### src/rtl/snake_pkg.sv
// Direction encoding shared by the snake head and the input queue.
package snake_pkg;

    localparam logic [1:0] DIR_UP    = 2'b00;
    localparam logic [1:0] DIR_RIGHT = 2'b01;
    localparam logic [1:0] DIR_DOWN  = 2'b10;
    localparam logic [1:0] DIR_LEFT  = 2'b11;

    // Up/down and left/right differ only in the top bit.
    function automatic logic [1:0] dir_opposite(input logic [1:0] d);
        return d ^ 2'b10;
    endfunction

endpackage

### src/rtl/btn_debounce.sv
// Button synchroniser + debouncer + rising-edge detect; level follows raw after 2 + DEB_CYCLES cycles.
// No backpressure: rise is a 1-cycle pulse combinational from registered level/prev.
module btn_debounce #(
    parameter int DEB_CYCLES = 125000
) (
    input  logic clk,
    input  logic reset,
    input  logic raw,
    output logic level,
    output logic rise
);

    localparam int CNT_W = (DEB_CYCLES > 2) ? $clog2(DEB_CYCLES) : 1;

    logic             sync1;
    logic             sync2;
    logic             prev;
    logic [CNT_W-1:0] cnt;

    always_ff @(posedge clk) begin
        if (reset) begin
            sync1 <= 1'b0;
            sync2 <= 1'b0;
            level <= 1'b0;
            prev  <= 1'b0;
            cnt   <= '0;
        end else begin
            sync1 <= raw;
            sync2 <= sync1;
            prev  <= level;
            // The counter only advances while the synced input disagrees with level.
            if (sync2 == level) begin
                cnt <= '0;
            end else if (cnt == CNT_W'(DEB_CYCLES - 1)) begin
                level <= ~level;
                cnt   <= '0;
            end else begin
                cnt <= cnt + 1'b1;
            end
        end
    end

    assign rise = level & ~prev;

endmodule

### src/rtl/dir_input_queue.sv
// Debounced buttons -> prioritised, reversal-filtered direction queue popped once per tick; press to q_count is DEB_CYCLES+3.
// No backpressure upstream: a legal press that finds the queue full (and no pop) is discarded with a drop pulse.
module dir_input_queue
    import snake_pkg::*;
#(
    parameter int DEB_CYCLES = 125000,
    parameter int QDEPTH     = 2
) (
    input  logic                      clk,
    input  logic                      reset,
    input  logic                      btn_u,
    input  logic                      btn_d,
    input  logic                      btn_l,
    input  logic                      btn_r,
    input  logic                      tick,
    output logic [1:0]                dir,
    output logic [$clog2(QDEPTH):0]   q_count,
    output logic                      drop
);

    localparam int PW = $clog2(QDEPTH);
    localparam int CW = PW + 1;

    logic       rise_u, rise_d, rise_l, rise_r;
    logic [3:0] lvl_unused;

    btn_debounce #(.DEB_CYCLES(DEB_CYCLES)) u_deb_u (
        .clk(clk), .reset(reset), .raw(btn_u), .level(lvl_unused[0]), .rise(rise_u));
    btn_debounce #(.DEB_CYCLES(DEB_CYCLES)) u_deb_d (
        .clk(clk), .reset(reset), .raw(btn_d), .level(lvl_unused[1]), .rise(rise_d));
    btn_debounce #(.DEB_CYCLES(DEB_CYCLES)) u_deb_l (
        .clk(clk), .reset(reset), .raw(btn_l), .level(lvl_unused[2]), .rise(rise_l));
    btn_debounce #(.DEB_CYCLES(DEB_CYCLES)) u_deb_r (
        .clk(clk), .reset(reset), .raw(btn_r), .level(lvl_unused[3]), .rise(rise_r));

    logic [1:0]    mem [QDEPTH];
    logic [PW-1:0] rd_ptr;
    logic [PW-1:0] wr_ptr;
    logic [PW-1:0] newest_ptr;

    logic       press;
    logic [1:0] cand;
    logic [1:0] ref_dir;
    logic       legal;
    logic       full;
    logic       push;
    logic       pop;

    // Only the highest-priority simultaneous press survives; the rest are lost.
    always_comb begin
        press = 1'b1;
        cand  = DIR_UP;
        if (rise_u)      cand = DIR_UP;
        else if (rise_r) cand = DIR_RIGHT;
        else if (rise_d) cand = DIR_DOWN;
        else if (rise_l) cand = DIR_LEFT;
        else             press = 1'b0;
    end

    assign newest_ptr = wr_ptr - PW'(1);
    // Compare against where the snake will be heading once the queue drains.
    assign ref_dir    = (q_count != '0) ? mem[newest_ptr] : dir;
    assign legal      = press && (cand != ref_dir) && (cand != dir_opposite(ref_dir));
    assign full       = (q_count == CW'(QDEPTH));
    assign pop        = tick && (q_count != '0);
    assign push       = legal && (!full || pop);

    always_ff @(posedge clk) begin
        if (push) begin
            mem[wr_ptr] <= cand;
        end
    end

    always_ff @(posedge clk) begin
        if (reset) begin
            dir     <= DIR_RIGHT;
            q_count <= '0;
            rd_ptr  <= '0;
            wr_ptr  <= '0;
            drop    <= 1'b0;
        end else begin
            drop <= legal && full && !pop;
            if (push) begin
                wr_ptr <= wr_ptr + 1'b1;
            end
            if (pop) begin
                dir    <= mem[rd_ptr];
                rd_ptr <= rd_ptr + 1'b1;
            end
            case ({push, pop})
                2'b10:   q_count <= q_count + 1'b1;
                2'b01:   q_count <= q_count - 1'b1;
                default: q_count <= q_count;
            endcase
        end
    end

endmodule
### config.mk
export PLATFORM = sky130hd
export DESIGN_NAME = dir_input_queue
export DESIGN_NICKNAME = d
export VERILOG_FILES = /design/src/rtl/snake_pkg.sv /design/src/rtl/btn_debounce.sv /design/src/rtl/dir_input_queue.sv
export SDC_FILE = /design/constraint.sdc
export NUM_CORES = 1
export LEC_CHECK = 0
export ABC_AREA = 1
export BUFFER_PORTS_ARGS = -buffer_cell sky130_fd_sc_hd__buf_2
export CORE_UTILIZATION = 35
export DETAILED_ROUTE_END_ITERATION = 8
export HOLD_SLACK_MARGIN = 0.08
export PLACE_DENSITY_LB_ADDON = 0.12
export SKIP_CTS_REPAIR_TIMING = 1
export SYNTH_ARGS = -nofsm -noshare
export SYNTH_HDL_FRONTEND = slang
export SYNTH_SLANG_ARGS = --single-unit
export TNS_END_PERCENT = 20
### constraint.sdc
create_clock -name clk -period 1.9 [get_ports clk]
set_input_delay 0.38 -clock clk [delete_from_list [all_inputs] [get_ports clk]]
set_output_delay 0.38 -clock clk [all_outputs]
set_load 0.01 [all_outputs]
==> reports/results.ini <==
[global_routing]
grt_pass1_vias=3154
grt_remaining_overflow=0
grt_usage=0.133
antenna_found_initial=0
grt_pass1_wl_microns=13700
grt_max_degree=18

[clocking]
cts_tree=built
clock_latency_ns=0.34
cts_buffers=9
cts_root_buf=clkbuf_16
cts_max_path_buffers=2
clk_pin_slew_ns=0.07
numClockSinks=95
htree_levels=3

[final_layout]
num-fill-cells=1265
antennaDiodeCount=0
postLayoutCoreUtil=0.408
drive_gt1_frac=0.120
final_area_sq_um=4900
areaGrowthSynthToFinish_pct=13.2
nets=606
layout_common_cells=inv_1 (97), dfxtp_1 (91), nand2_1 (90), nor2_1 (80), a21oi_1 (34)
layout.cells.most_common=inv_1

[synthesis]
ys_seq_area_frac=0.449
synth.avg_cell_area_sq_um=7.55
ys_warn_count=0
synth_nets=584
syn_area_sq_um=4330
synth_cell_types=38
synth-seq-cells=95
synth_largest_area_cell=dfxtp_1
synth.top_cell.area_share=0.421
synth_cells=573
synthTopCellsByArea=dfxtp_1 (42%), inv_1 (8.4%), nand2_1 (7.8%), nor2_1 (6.9%), a21oi_1 (3.9%)

[setup_path]
worst_ep_required_time_ns=2.13
startpoint=u_deb_r.cnt[0]
cp_slowest_cell=dfxtp_1
critical_path_class=reg -> reg
crit_path_max_incr_delay_ns=0.35
crit_arrival_ns=1.90
cp-end-kind=flip-flop
r2r_cells=9
worstPathMaxFanout=5
critPathCapture=u_deb_r.cnt[16]
timing.rr.start=u_deb_r.cnt[0]
reg2reg_to=u_deb_r.cnt[16]
worstPathCellList=ha_1, nand2_1, nor2_2, nor3b_4, nand2_2, nor2_4, inv_1, nor3_1, nor3_1
rrSetupSlack_ns=0.23
cp_common_cell=nor3_1
startpoint_type=flip-flop

[pwr]
leakage_uw=0.00183
p_switching_uw=882
p_per_area_nw_per_um2=850
peakVddDrop_v=0.000437
intPower_uw=3280
switching_share=0.212
seqPwrFrac=0.493
p_clk_frac=0.467
total_power_uw=4160
combPwrFrac=0.041

[sta]
slew_viol_final=0
hold_slack_ns=0.240
setup_tns_ns=0
setup_viol=0
worst-slew-pin-transition_ns=0.462
relSlewSlack=0.692
finalCritPeriodShare=0.877
fin_crit_ns=1.67
clock_skew_ns=0.00614
hold_viol=0
fmax_ghz=0.600
rsz0062_at_grt=no

[drt]
dr.first_iter.drc_count=116
viasPerCell=4.60
routed_wl_microns=7800
ant_nets=0
vias=3435
drt-wirelength-per-cell_microns=10.4
drtPass1Iterations=5
drc=0

[floorplan]
initial_core_util=0.360
fp.dieW_microns=113
core_region_area_sq_um=12000
ios=12
dieArea_sq_um=12800
rows=40
die_h_microns=113

[place]
place_congestion=0.817
io_buffers=11
placed_cell_area_sq_um=4570
dp_hpwl_microns=5860

[min_path]
hold_path.class=in -> reg
hold_path.startpoint=btn_d

[run_status]
status=finished, final reports clean

[job]
cap_viol_max_count=0

[per-layer routing]
| metal | global-route usage | share of wire | up-vias |
|---|---|---|---|
| li1 | - | - | 1873 |
| met1 | 0.163 | 0.48 | 1528 |
| met5 | 0 | 0 | - |
| met3 | 0.0450 | 0.032 | 7 |
| met4 | 0.0447 | 0.014 | 0 |
| met2 | 0.220 | 0.47 | 27 |
[logic make-up (layout without fill, tap and decap cells)]
kind of cell	count (synthesis)	in the layout	share of synthesized area
compound gates	58	58	0.0717
xor+xnor	18	18	0.0364
fa+ha+maj	4	4	0.0116
buf+inv	108	135	0.0978
flops	95	95	0.449
simple gates	290	290	0.334
[state kept, by name, summed over array words and instances, names as in the netlist, 2 cells and up]
| name | flops |
|---|---|
| dir | 2 |
| mem | 4 |
| q_count | 2 |
| u_deb_d.cnt | 17 |
| u_deb_l.cnt | 17 |
| u_deb_r.cnt | 17 |
| u_deb_u.cnt | 17 |
[per-stage QoR]
step,setup slack [ns],std cells
detailed placement,0.240,731
global route,0.0154,747
CTS,0.232,747
floorplan,0.419,573
finish,0.234,747
global placement,0.314,731
[power by group through the flow]
| stage | sequential, uW | combinational (uW) | clock (uW) |
|---|---|---|---|
| 3_5_place_dp | 2100 | 172 | 0 |
| 2_1_floorplan | 2100 | 114 | 0 |
| 5_1_grt | 2050 | 198 | 2080 |
| 6_report | 2050 | 169 | 1940 |
| 3_3_place_gp | 2100 | 170 | 0 |
| 4_1_cts | 2050 | 173 | 2020 |
[synth_stat cells]
master	count
or2_1	3
o21ai_0	15
buf_8	1
o31ai_1	1
inv_2	4
clkbuf_1	1
xor2_1	17
o21a_1	2
nor3_2	4
xnor2_1	1
nor3b_2	1
nand3b_4	1
nor4_2	1
or2_2	2
inv_1	97
ha_1	4
nor3_4	1
nand2_1	90
a211oi_1	2
nor2_2	8
nor3b_1	8
nand4_1	21
dfxtp_1	91
a21oi_1	34
o211ai_1	3
and3_2	1
o21ai_1	1
edfxtp_1	4
nor3_1	27
nor4_1	5
nand3_2	6
nand3_1	20
nor2_1	80
nor3b_4	1
buf_2	5
and3_1	1
nor2_4	3
nand2_2	6
[worst max-delay path, delay by kind of cell (launching register included)]
kind | cells | cell delay [ns]
DFF | 1 | 0.35
and+or+nand+nor | 7 | 0.95
buffers and inverters | 1 | 0.06
adders and majority gates | 1 | 0.21
[cell type report]
class	count	area, sq um	share of cell area
timing repair buffer	18	108	0.0220
inverter	101	379	0.0774
sequential	95	1940	0.397
clock inverter	5	81.3	0.0166
clock buffer	11	243	0.0496
tap	147	184	0.0376
multi-input combinational	370	1960	0.400
[worst min-delay path by stage]
stage / endpoint / slack (ns) / cells after the start
after global placement: u_deb_l.sync2 / 0.39 / 2
after CTS: u_deb_d.sync1 / 0.23 / 3
after detailed placement: u_deb_u.sync2 / 0.40 / 2
final: u_deb_d.sync1 / 0.24 / 3
after global routing: u_deb_d.sync1 / 0.24 / 3
after floorplan: u_deb_d.sync2 / 0.39 / 2
No activity file was read; power rests on OpenSTA's default activity.
